### config.mk
export PLATFORM = sky130hd
export DESIGN_NAME = vector_mem_port_sequencer
export DESIGN_NICKNAME = d
export VERILOG_FILES = /design/src/rtl/vector_mem_port_sequencer.sv
export SDC_FILE = /design/constraint.sdc
export NUM_CORES = 1
export LEC_CHECK = 0
export ABC_AREA = 1
export CAP_MARGIN = 10
export CORE_AREA = 2 2 282 284
export DETAILED_ROUTE_END_ITERATION = 12
export DIE_AREA = 0 0 284 286
export PLACE_DENSITY = 0.63
export SLEW_MARGIN = 20
export SYNTH_ARGS = -nofsm -noshare
export SYNTH_HDL_FRONTEND = slang
export SYNTH_SLANG_ARGS = --single-unit
### constraint.sdc
create_clock -name clock -period 4.5 [get_ports clock]
set_clock_uncertainty 0.2 [all_clocks]
set_input_delay 0.9 -clock clock [delete_from_list [all_inputs] [get_ports clock]]
set_output_delay 0.9 -clock clock [all_outputs]
set_load 0.005 [all_outputs]
### src/rtl/vector_mem_port_sequencer.sv
// Strided vector load/store sequencer for a dual-port byte-addressed 32-bit RAM.
// Issues two elements per cycle and returns one assembled response per request.
module vector_mem_port_sequencer #(
  parameter int unsigned LANES = 8
) (
  input  logic                       clock,
  input  logic                       reset,
  input  logic                       req_valid,
  output logic                       req_ready,
  input  logic                       req_store,
  input  logic [1:0]                 req_size,
  input  logic                       req_signed,
  input  logic [17:0]                req_base,
  input  logic [17:0]                req_stride,
  input  logic [$clog2(LANES+1)-1:0] req_count,
  input  logic [LANES*32-1:0]        req_wdata,
  output logic                       resp_valid,
  input  logic                       resp_ready,
  output logic [LANES*32-1:0]        resp_rdata,
  output logic [17:0]                address_1,
  output logic [17:0]                address_2,
  output logic [31:0]                data_in_1,
  output logic [31:0]                data_in_2,
  output logic [3:0]                 byte_enablers_1,
  output logic [3:0]                 byte_enablers_2,
  output logic                       write_enable_1,
  output logic                       write_enable_2,
  input  logic [31:0]                data_out_1,
  input  logic [31:0]                data_out_2
);

  localparam int unsigned CW = $clog2(LANES + 1);
  localparam int unsigned IW = CW + 1;
  localparam int unsigned DW = LANES * 32;

  typedef enum logic [1:0] {StIdle, StIssue, StDrain, StResp} state_e;

  state_e          r_state;
  state_e          w_state_d;
  logic            r_store;
  logic [1:0]      r_size;
  logic            r_signed;
  logic [17:0]     r_stride;
  logic [CW-1:0]   r_count;
  logic [DW-1:0]   r_wdata;
  logic [17:0]     r_addr1;
  logic [17:0]     r_addr2;
  logic [CW-1:0]   r_pair;
  logic            r_pend1;
  logic            r_pend2;
  logic [CW-1:0]   r_pend_pair;
  logic [DW-1:0]   r_rbuf;
  logic [DW-1:0]   w_rbuf_d;

  logic [CW-1:0]   w_count_in;
  logic [IW-1:0]   w_cnt_ext;
  logic [IW-1:0]   w_idx1;
  logic [IW-1:0]   w_idx2;
  logic [IW-1:0]   w_next_idx;
  logic            w_act2;
  logic            w_last;
  logic            w_collide;
  logic            w_accept;
  logic [3:0]      w_be;

  function automatic logic [31:0] f_extend(input logic [31:0] d, input logic [1:0] sz,
                                           input logic sgn);
    case (sz)
      2'd0:    return {{24{sgn & d[7]}}, d[7:0]};
      2'd1:    return {{16{sgn & d[15]}}, d[15:0]};
      default: return d;
    endcase
  endfunction

  assign w_count_in = (req_count > CW'(LANES)) ? CW'(LANES) : req_count;
  assign w_cnt_ext  = {1'b0, r_count};
  assign w_idx1     = {r_pair, 1'b0};
  assign w_idx2     = {r_pair, 1'b1};
  assign w_next_idx = w_idx1 + IW'(2);
  assign w_act2     = w_idx2 < w_cnt_ext;
  assign w_last     = w_next_idx >= w_cnt_ext;
  // Same-address pair: only the higher-indexed element (port 2) is written.
  assign w_collide  = w_act2 && (r_addr1 == r_addr2);
  assign w_accept   = (r_state == StIdle) && req_valid;
  assign w_be       = (r_size == 2'd0) ? 4'b0001 : (r_size == 2'd1) ? 4'b0011 : 4'b1111;
  assign resp_rdata = r_rbuf;

  always_comb begin
    w_state_d       = r_state;
    req_ready       = 1'b0;
    resp_valid      = 1'b0;
    address_1       = '0;
    address_2       = '0;
    data_in_1       = '0;
    data_in_2       = '0;
    byte_enablers_1 = '0;
    byte_enablers_2 = '0;
    write_enable_1  = 1'b0;
    write_enable_2  = 1'b0;
    unique case (r_state)
      StIdle: begin
        req_ready = 1'b1;
        if (req_valid) begin
          w_state_d = (w_count_in == '0) ? StResp : StIssue;
        end
      end
      StIssue: begin
        address_1       = r_addr1;
        byte_enablers_1 = w_be;
        data_in_1       = r_store ? r_wdata[31:0] : 32'd0;
        // Strobes are gated by reset so an aborted request writes nothing further.
        write_enable_1  = r_store & ~w_collide & ~reset;
        if (w_act2) begin
          address_2       = r_addr2;
          byte_enablers_2 = w_be;
          data_in_2       = r_store ? r_wdata[63:32] : 32'd0;
          write_enable_2  = r_store & ~reset;
        end
        if (w_last) begin
          w_state_d = r_store ? StResp : StDrain;
        end
      end
      StDrain: w_state_d = StResp;
      StResp: begin
        resp_valid = 1'b1;
        if (resp_ready) begin
          w_state_d = StIdle;
        end
      end
      default: w_state_d = StIdle;
    endcase
  end

  always_comb begin
    w_rbuf_d = r_rbuf;
    for (int i = 0; i < LANES; i++) begin
      if (r_pend1 && (IW'(i) == {r_pend_pair, 1'b0})) begin
        w_rbuf_d[32*i +: 32] = f_extend(data_out_1, r_size, r_signed);
      end
      if (r_pend2 && (IW'(i) == {r_pend_pair, 1'b1})) begin
        w_rbuf_d[32*i +: 32] = f_extend(data_out_2, r_size, r_signed);
      end
    end
  end

  always_ff @(posedge clock) begin
    if (reset) begin
      r_state     <= StIdle;
      r_store     <= 1'b0;
      r_size      <= '0;
      r_signed    <= 1'b0;
      r_stride    <= '0;
      r_count     <= '0;
      r_wdata     <= '0;
      r_addr1     <= '0;
      r_addr2     <= '0;
      r_pair      <= '0;
      r_pend1     <= 1'b0;
      r_pend2     <= 1'b0;
      r_pend_pair <= '0;
      r_rbuf      <= '0;
    end else begin
      r_state     <= w_state_d;
      r_pend1     <= (r_state == StIssue) && !r_store;
      r_pend2     <= (r_state == StIssue) && !r_store && w_act2;
      r_pend_pair <= r_pair;
      if (w_accept) begin
        r_store  <= req_store;
        r_size   <= req_size;
        r_signed <= req_signed;
        r_stride <= req_stride;
        r_count  <= w_count_in;
        r_wdata  <= req_wdata;
        r_addr1  <= req_base;
        r_addr2  <= req_base + req_stride;
        r_pair   <= '0;
        r_rbuf   <= '0;
      end else begin
        r_rbuf <= w_rbuf_d;
        if (r_state == StIssue) begin
          // Running accumulators advance both ports by two strides per pair.
          r_pair  <= r_pair + CW'(1);
          r_addr1 <= r_addr1 + {r_stride[16:0], 1'b0};
          r_addr2 <= r_addr2 + {r_stride[16:0], 1'b0};
          r_wdata <= r_wdata >> 64;
        end
      end
    end
  end

endmodule

### Yosys cells after proc, flatten, opt, wreduce, memory -nomap -nowiden

Cells that the tools add are included.

| storage, ports and cells | value |
|---|---|
| register bits | 585 |
| bits of input ports | 368 |
| output and inout bits | 368 |
| word-level logic and storage cells | 102 |

| cells by class | value |
|---|---|
| add/subtract/negate cells | 5 |
| order comparisons | 3 |
| equal/unequal tests | 11 |
| mux-type cells | 33 |
| bitwise logic cells | 9 |
| reductions and logical operators | 20 |

Operator list:

| operator | count |
|---|---|
| $mux W256 | 2 |
| $mux W32 | 5 |
| $pmux W32 S2 | 2 |
| $mux W18 | 7 |
| $add A18 B18 Y18 | 3 |
| $mux W4 | 6 |
| $eq A18 B18 Y1 | 1 |
| $logic_and A1 B1 Y1 | 12 |
| $eq A2 B4 Y1 const A | 2 |
| $logic_not A4 Y1 | 2 |
| $mux W2 | 4 |
| $pmux W2 S4 | 1 |
| $and A1 B1 Y1 | 7 |
| $mux W1 | 6 |
| $ne A2 B2 Y1 const B | 3 |
| $add A5 B2 Y5 const B | 1 |
| $ge A5 B4 Y1 | 1 |
| $lt A5 B4 Y1 | 1 |
| $add A4 B1 Y4 const B | 1 |
| $eq A1 B4 Y1 const A | 1 |
| $eq A2 B1 Y1 const B | 2 |
| $eq A2 B2 Y1 const B | 2 |
| $gt A4 B4 Y1 const B | 1 |
| $logic_not A2 Y1 | 2 |
| other kinds (5) | 6 |

### Longest topological paths before layout

Gate-level depths: netlist of run 1.

| logic depth | value |
|---|---|
| depth in word-level cells | 6 |
| gate-level depth with buffers | 12 |
| gate-level depth less buffers | 12 |

### Worst setup path before layout of run 1

No wires, ideal clock.

| path | value |
|---|---|
| path kind | in2out |
| from | input reset |
| to | output write_enable_2 |
| arrival | 1,532 ps |
| data required time | 3,400 ps |
| path slack | 1,868 ps |
| stages on the path | 3 |
| buffers on the path | 2 |
| cells stage by stage | clkbuf_1 clkbuf_1 nor3_1 |

| on the way | value |
|---|---|
| longest elaborated chain between the ends | 4 |

Ends and longest elaborated chain:

| what | RTL line | text |
|---|---|---|
| from (decl) | 7 | `input logic reset,` |
| $not A1 Y1 | 117 | `write_enable_2 = r_store & ~reset;` |
| $and A1 B1 Y1 | 117 |  |
| $mux W1 | 113 | `if (w_act2) begin` |
| $mux W1 | 100 | `unique case (r_state)` |
| to (decl) | 27 | `output logic write_enable_2,` |

Every way passes these cells.

### Final worst setup path of run 1

| path | value |
|---|---|
| from | register r_count[2] |
| to | output byte_enablers_2[3] |

| on the way | value |
|---|---|
| longest elaborated chain between the ends | 3 |

Ends and longest elaborated chain:

| what | RTL line | text |
|---|---|---|
| from (decl) | 44 | `logic [CW-1:0] r_count;` |
| from (signal assigned) | 172 | `r_count <= w_count_in;` |
| $lt A5 B4 Y1 | 80 | `assign w_act2 = w_idx2 < w_cnt_ext;` |
| $mux W4 | 113 |  |
| $mux W4 | 100 |  |
| to (decl) | 25 | `output logic [3:0] byte_enablers_2,` |

Every way passes these cells.

==> flow_summary.toml, run 1 <==
[setup_path]
cp_data_required_time_ps = 3400
cp-startpoint = "r_count[2]$_SDFFE_PP0P_"
crit_end = "byte_enablers_2[3]"
cp_max_fo = 16
crit_path_start_kind = "register"
reg2regPathDepth = 12
critPathArrivalTime_ps = 2960
slowest_delay_ps = 590
slowest_stage = "clkdlybuf4s50_1"
ff2ff_setup_slack_ps = 1550
timing.rr.start = "r_state[1]$_SDFFE_PP0P_"
path_cells = "inv_1 -> ha_1 -> a21oi_1 -> nor2_1 -> nor3_4 -> buf_4 -> nand2_1 -> nor2_1 -> clkdlybuf4s50_1"
end_kind = "output port"
cp_common_cell = "nor2_1"
path_class = "register to output port"
r2r-end = "r_wdata[56]$_SDFFE_PP0N_"

[clocking]
ctsHoldBuffers = 0
cts_sinks = 585
worst_skew_pair.late_latency_ps = 610
cts-buffers-inserted = 68
cts_repair_resize_count = 0
postCtsSetupBuffers = 0
cts_root_buffer = "clkbuf_16"
clockBufferDepth = 3
cts_tree = "built"
cts_max_level = 3
clkTransAtPathRegs_ps = 60

[floorplanning]
rows = 103
dieHeight_um = 286
start_util = 0.335
core_area_sq_mm = 0.0784
die_x_um = 284
ioPinCount = 736
dieArea_sq_mm = 0.0812

[sta]
hold_viol = 0
rsz0062_at_grt = "no"
setup_violations = 0
max_freq_mhz = 246
drv_slew = 0
slew_headroom = 0.327
tns_ps = 0
period_needed_ps = 4060
timing.final.ws_setup_ps = 437
finalCritPeriodShare = 0.903
worstMarginPinSlew_ps = 1010

[synthesis]
yosysSeqAreaShare = 0.447
syn-num-nets = 4128
synth-seq-cells = 585
syn-mean-instance-area_sq_um = 7.09
synth.cell_area_sq_mm = 0.0262
synth_top_area_share = 0.447
synth_top_area_cell = "dfxtp_1"
synth_area_leaders = "dfxtp_1 (45%), nand2_1 (15%), a21oi_1 (7.1%)"
yosys_warnings = 0
synth_cells = 3698
yosysUniqueCellTypes = 48

[grt]
grt_pass1_vias = 25400
grt_pass1_wl_um = 156000
gr-total-overflow = 0
track_usage = 0.248
antenna_found_initial = 16
grt_max_degree = 211

[finish]
syn_to_final_growth_pct = 40.4
fin_util = 0.470
final_cell_mix = "nand2_1 (1042), clkdlybuf4s50_1 (734), dfxtp_1 (584)"
nets = 4740
fillers = 7931
final_cells = 5419
final_common_cell = "nand2_1"
drive_gt1_frac = 0.0428
stdcell_area_sq_mm = 0.0368

[job]
drv_cap = 0

[place]
placed_cell_area_sq_mm = 0.0343
dp_cells = 5289
port_buffers = 735
hpwl_um = 76000
post-place-ws_ps = 1040
gp_congestion = 0.909

[routing]
wirelength_um = 105000
via_per_inst = 4.95
first_pass_iters = 5
routed_wire_length_per_instance_um = 19.4
ant_nets = 0
via_count = 26800
drc = 0
drtIter0Drc = 2069

[pwr]
powerDensity_mw_per_mm2 = 514
vdd_ir_drop_max_mv = 0.347
p_leak_uw = 0.0154

[status]
status = "finished clean"

[min_path]
hold_class = "register to register"
[final cells by class]
class                   instances  area (sq um)  area share
flip-flops and latches        585         11700       0.318
inverters                     367          1390      0.0377
clock inverters                24           477      0.0130
diodes                          3          7.51    0.000204
well taps                    1050          1310      0.0357
multi-input cells            2517         12100       0.329
repair buffers                771          7750       0.211
clock buffers                 102          2040      0.0554
[report_power, final]
part	internal, uW	switching [uW]	total (uW)
clock network	3810	2360	6170
registers	5950	652	6600
logic	2100	4040	6140
[cells in the mapped netlist (all sizes together)]
library cell	n
o221ai	1
nand2	1046
a22oi	27
dfxtp	585
xnor2	14
nand4	6
a31oi	82
o21bai	2
ha	59
a211oi	4
o21ai	310
clkinv	4
a22o	1
clkbuf	73
nand3b	7
o2111ai	1
xor2	18
o32ai	2
o41ai	1
inv	363
and2	6
o22ai	1
nor3	44
nor4	1
and3	1
nand3	132
buf	156
fa	3
o21a	2
nor2	300
a21oi	371
o211ai	69
or2	6
[kinds of logic after synthesis]
| group | Yosys count | synth area share |
|---|---|---|
| adders and majority gates | 62 | 0.0304 |
| and+or+nand+nor | 1549 | 0.237 |
| DFF | 585 | 0.447 |
| AOI/OAI and AO/OA | 874 | 0.182 |
| xor gates and xnor gates | 32 | 0.0107 |
| buffers and inverters | 596 | 0.0936 |
[through the flow]
stage               hold WS (ps)  power, uW
detailed placement           252      12800
global route                 275      20000
finish                       260      18900
global placement             248      12800
CTS                          261      19000
floorplan                    240      10500
[layer usage]
| layer | routed length (um) | part of all wire | global-route usage | vias up |
|---|---|---|---|---|
| li1 | - | - | - | 13200 |
| met1 | 42800 | 0.41 | 0.299 | 12400 |
| met2 | 49600 | 0.47 | 0.421 | 1007 |
| met3 | 8330 | 0.079 | 0.0605 | 187 |
| met4 | 4110 | 0.039 | 0.103 | 12 |
| met5 | 75 | 0.00071 | 0 | - |
[state kept, by name, indices dropped and copies added (netlist names)]
register and cells:
r_store 1, r_addr2 18, r_count 4, r_pend2 1, r_pend_pair 4, r_size 2
r_stride 17, r_state 2, resp_rdata 256, r_addr1 18, r_wdata 256, r_signed 1
r_pair 4, r_pend1 1
[worst max-delay path, delay by kind of cell, from the launching register on]
kind,cells,cell delay (ps)
buffers and inverters,3,910
adders and majority gates,1,290
DFF,1,320
AOI/OAI and AO/OA,1,160
and+or+nand+nor,4,680
[how the worst min path moves through the flow]
| stage | startpoint | end | depth (start not counted) |
|---|---|---|---|
| after floorplan | r_wdata[192]$_SDFFE_PP0N_ | r_wdata[192]$_SDFFE_PP0N_ | 2 |
| after CTS | r_wdata[233]$_SDFFE_PP0N_ | r_wdata[233]$_SDFFE_PP0N_ | 2 |
| after global placement | resp_rdata[205]$_SDFFE_PP0P_ | resp_rdata[205]$_SDFFE_PP0P_ | 1 |
| after detailed placement | r_wdata[194]$_SDFFE_PP0N_ | r_wdata[194]$_SDFFE_PP0N_ | 2 |
| after global routing | r_wdata[207]$_SDFFE_PP0N_ | r_wdata[207]$_SDFFE_PP0N_ | 2 |
| final | r_wdata[207]$_SDFFE_PP0N_ | r_wdata[207]$_SDFFE_PP0N_ | 2 |
Note: power is estimated with default switching activity, not from simulation.
==> inputs of run 2 (changes only) <==
CTS_CLUSTER_DIAMETER = 50   (was default)
==> run 2 against run 1 <==
First-iteration DRC count rose by 3.3%. Design area up 0.72%. Wire length increased by 0.35%. Worst hold slack worse by 25 ps. Largest power group unchanged. Critical path depth stayed put. Count of clock-buffer cells in the layout is 5 lower. Clock power is 6.5% higher. Critical endpoint unchanged. Register-to-register slack improved by 40 ps. Cell count grew 0.44%. Sequential cell count did not move. Non-clock buffer count unchanged.
==> flow_summary.toml, run 2 (same netlist as run 1, synthesis figures left out) <==
[clocking]
cts_repair_resize_count = 0
cts_max_level = 3
clockBufferDepth = 3
clkTransAtPathRegs_ps = 60
ctsHoldBuffers = 0
postCtsSetupBuffers = 0
cts-buffers-inserted = 78
cts_tree = "built"
worst_skew_pair.late_latency_ps = 620
cts_root_buffer = "clkbuf_16"
cts_sinks = 585

[place]
gp_congestion = 0.909
port_buffers = 735
hpwl_um = 76000
post-place-ws_ps = 1040

[setup_path]
path_class = "register to output port"
r2r-end = "r_wdata[52]$_SDFFE_PP0N_"
timing.rr.start = "r_state[1]$_SDFFE_PP0P_"
reg2regPathDepth = 12
cp_data_required_time_ps = 3400
cp_max_fo = 16
critPathArrivalTime_ps = 2950
end_kind = "output port"
ff2ff_setup_slack_ps = 1590
crit_path_start_kind = "register"

[grt]
grt_pass1_vias = 25400
gr-total-overflow = 0
grt_pass1_wl_um = 156000
track_usage = 0.248
antenna_found_initial = 17
grt_max_degree = 211

[sta]
drv_slew = 0
rsz0062_at_grt = "no"
slew_headroom = 0.322
worstMarginPinSlew_ps = 1020
timing.final.ws_setup_ps = 446
setup_violations = 0
holdWs_ps = 235
max_freq_mhz = 247
period_needed_ps = 4050
hold_viol = 0
tns_ps = 0
finalCritPeriodShare = 0.901

[finish]
final_cell_mix = "nand2_1 (1042), clkdlybuf4s50_1 (734), dfxtp_1 (584)"
nets = 4750
fin_util = 0.473
syn_to_final_growth_pct = 41.4
drive_gt1_frac = 0.0479
final_common_cell = "nand2_1"

[pwr]
vdd_ir_drop_max_mv = 0.323
powerDensity_mw_per_mm2 = 521
combPwrFrac = 0.318
power.internal_uw = 12000
p_seq_frac = 0.342
p_leak_uw = 0.0155
p_clk_frac = 0.340
power_switching_share = 0.377
switchingPower_uw = 7280
power.total_uw = 19300

[routing]
routed_wire_length_per_instance_um = 19.3
via_per_inst = 4.92
wirelength_um = 105000
ant_nets = 0
drtIter0Drc = 2137
first_pass_iters = 6
via_count = 26800
drc = 0

[floorplanning]
start_util = 0.335
rows = 103
die_x_um = 284
dieHeight_um = 286
dieArea_sq_mm = 0.0812
ioPinCount = 736
core_area_sq_mm = 0.0784

[min_path]
hold_start = "r_wdata[183]$_SDFFE_PP0N_"
holdPathEnd = "r_wdata[119]$_SDFFE_PP0N_"
hold_class = "register to register"
hold_path_depth = 2

[status]
status = "finished clean"

[job]
drv_cap = 0
## run 2: changes by cell type in the layout (fill, tap and decap cells not counted), sizes merged
cell / change
clkinv: +14
inv: +7
clkbuf: -5
clkinvlp: +5
diode: +4
bufinv: -1
## run 2: area by class of cell
cell class | count | area [sq um]
clock inverter | 49 | 669
inverter | 367 | 1390
fill | 7904 | 41300
sequential | 585 | 11700
tap | 1050 | 1310
antenna | 7 | 17.5
clock buffer | 97 | 2100
multi-input combinational | 2517 | 12100
timing repair buffer | 771 | 7750
## run 2: per-layer routing
metal  up-vias  wire, um  global-route usage
met5         -        75                   0
met4        12      4450               0.107
met3       194      8280              0.0596
met2       964     49500               0.419
met1     12400     43000               0.299
li1      13200         -                   -
## run 2: worst max-delay path: stages, from the launching register on
cell             delay, ps
dfxtp_1                320
inv_1                   70
ha_1                   280
a21oi_1                160
nor2_1                  80
nor3_4                 170
buf_4                  250
nand2_1                 70
nor2_1                 340
clkdlybuf4s50_1        590
## run 2: per-stage QoR
stage,instances,instance area (sq um)
CTS,5435,37000
floorplan,3698,26200
detailed placement,5289,34300
global route,5440,37100
global placement,5289,34300
finish,5443,37100
## run 2: power groups by stage
stage	Combinational, uW	Clock, uW	Sequential [uW]
2_1_floorplan	4100	0	6430
3_3_place_gp	6080	0	6680
3_5_place_dp	6120	0	6690
4_1_cts	6150	6690	6590
5_1_grt	6830	6890	6670
6_report	6140	6570	6610
## run 2: how the worst max path moves through the flow
stage | from | endpoint | slack [ps] | cells past startpoint
after floorplan | reset | write_enable_2 | 1870 | 3
after global placement | r_count[2]$_SDFFE_PP0P_ | byte_enablers_2[2] | 1050 | 9
after detailed placement | r_count[2]$_SDFFE_PP0P_ | byte_enablers_2[3] | 1040 | 9
after CTS | r_count[2]$_SDFFE_PP0P_ | byte_enablers_2[3] | 360 | 9
after global routing | r_count[2]$_SDFFE_PP0P_ | byte_enablers_2[2] | 220 | 9
final | r_count[2]$_SDFFE_PP0P_ | byte_enablers_2[3] | 450 | 9
==> inputs of run 3 (changes only) <==
CORE_AREA = 2 2 288 290   (was 2 2 282 284)
DIE_AREA = 0 0 290 292   (was 0 0 284 286)
HOLD_SLACK_MARGIN = 0.02   (was default)
PLACE_DENSITY = 0.61   (was 0.63)
==> run 3 against run 2 <==
Sequential cell count stayed put. Count of clock-buffer cells in the layout rose by 9. First-iteration DRC count decreased by 12%. Core utilization fell by 1.9 points. Worst setup slack improved by 43 ps. Worst hold slack better by 24 ps. Die area is 4.3% higher. Total power grew 0.15%. Critical path depth unchanged. Wire length shrank 0.30%. Global-route usage down 0.87 points. Sequential power about the same. Largest power group unchanged.
==> flow_summary.toml, run 3 (same netlist as run 1, synthesis figures left out) <==
[grt]
grt_pass1_wl_um = 156000
grt_max_degree = 211
gr-total-overflow = 0
track_usage = 0.239
grt_pass1_vias = 25400
antenna_found_initial = 23

[sta]
max_freq_mhz = 249
hold_viol = 0
timing.final.ws_setup_ps = 489
period_needed_ps = 4010
tns_ps = 0
worstMarginPinSlew_ps = 1280
rsz0062_at_grt = "no"
slew_headroom = 0.148
finalCritPeriodShare = 0.891
setup_violations = 0
drv_slew = 0

[place]
gp_congestion = 0.921
post-place-ws_ps = 1110
hpwl_um = 76400
port_buffers = 735

[clocking]
ctsHoldBuffers = 0
postCtsSetupBuffers = 0
worst_skew_pair.late_latency_ps = 620
clkTransAtPathRegs_ps = 50
cts_sinks = 585
cts_root_buffer = "clkbuf_16"
cts_max_level = 3
clockBufferDepth = 3
cts_repair_resize_count = 0
cts_tree = "built"
cts-buffers-inserted = 83

[finish]
syn_to_final_growth_pct = 41.4
drive_gt1_frac = 0.0468
final_common_cell = "nand2_1"
final_cell_mix = "nand2_1 (1042), clkdlybuf4s50_1 (734), dfxtp_1 (584)"
nets = 4748
fin_util = 0.455

[routing]
ant_nets = 0
routed_wire_length_per_instance_um = 19.2
drc = 0
wirelength_um = 105000
drtIter0Drc = 1885
via_per_inst = 4.89
via_count = 26700
first_pass_iters = 5

[setup_path]
cp_data_required_time_ps = 3400
cp_max_fo = 16
end_kind = "output port"
reg2regPathDepth = 8
crit_path_start_kind = "register"
critPathArrivalTime_ps = 2910
path_class = "register to output port"

[pwr]
power_switching_share = 0.377
power.internal_uw = 12100
p_leak_uw = 0.0155
p_seq_frac = 0.342
power.total_uw = 19300
p_clk_frac = 0.342
switchingPower_uw = 7290
vdd_ir_drop_max_mv = 0.300
powerDensity_mw_per_mm2 = 522
combPwrFrac = 0.315

[floorplanning]
die_x_um = 290
dieHeight_um = 292
rows = 105
ioPinCount = 736
core_area_sq_mm = 0.0816
start_util = 0.321
dieArea_sq_mm = 0.0847

[min_path]
hold_class = "register to register"
hold_path_depth = 2

[status]
status = "finished clean"

[job]
drv_cap = 0
==> run 3: per-layer routing <==
layer / routed length [um] / global-route usage
met1: 43200 / 0.287
met5: 215 / 0
met2: 49600 / 0.405
met4: 3830 / 0.0943
met3: 8100 / 0.0635
==> run 3: final timing paths <==
kind                                           startpoint                         to  slack [ps]
worst min register to register  r_wdata[243]$_SDFFE_PP0N_  r_wdata[243]$_SDFFE_PP0N_         260
worst max register to register    r_state[0]$_SDFFE_PP0P_   r_wdata[78]$_SDFFE_PP0N_        1810
worst max-delay path              r_count[2]$_SDFFE_PP0P_         byte_enablers_2[3]         490
worst min-delay path            r_wdata[243]$_SDFFE_PP0N_  r_wdata[243]$_SDFFE_PP0N_         260
==> run 3: worst max-delay path, stage by stage, from the launching register on <==
cell	delay, ps
dfxtp_1	310
inv_1	60
ha_1	280
a21oi_1	160
nor2_1	80
nor3_4	160
buf_4	270
nand2_1	80
nor2_1	310
clkdlybuf4s50_1	580
==> run 3: power groups by stage <==
stage / registers (uW) / clock network, uW / logic [uW]
floorplan: 6430 / 0 / 4100
global placement: 6710 / 0 / 6060
CTS: 6620 / 6740 / 6130
finish: 6620 / 6620 / 6100
detailed placement: 6720 / 0 / 6120
global route: 6700 / 6970 / 6790
==> run 3: area by class of cell <==
class | count | area [sq um]
Multi-Input combinational cell | 2517 | 12100
Fill cell | 8248 | 44500
Tap cell | 1070 | 1340
Inverter | 367 | 1390
Clock buffer | 106 | 2260
Sequential cell | 585 | 11700
Timing Repair Buffer | 764 | 7690
Clock inverter | 44 | 559
Antenna cell | 6 | 15.0
==> run 3: stage by stage <==
| step | area [sq um] | hold slack (ps) | instances |
|---|---|---|---|
| 3_3_place_gp | 34200 | 248 | 5301 |
| 4_1_cts | 37100 | 261 | 5453 |
| 5_1_grt | 37100 | 276 | 5457 |
| 2_1_floorplan | 26200 | 240 | 3698 |
| 6_report | 37100 | 259 | 5459 |
| 3_5_place_dp | 34200 | 252 | 5303 |
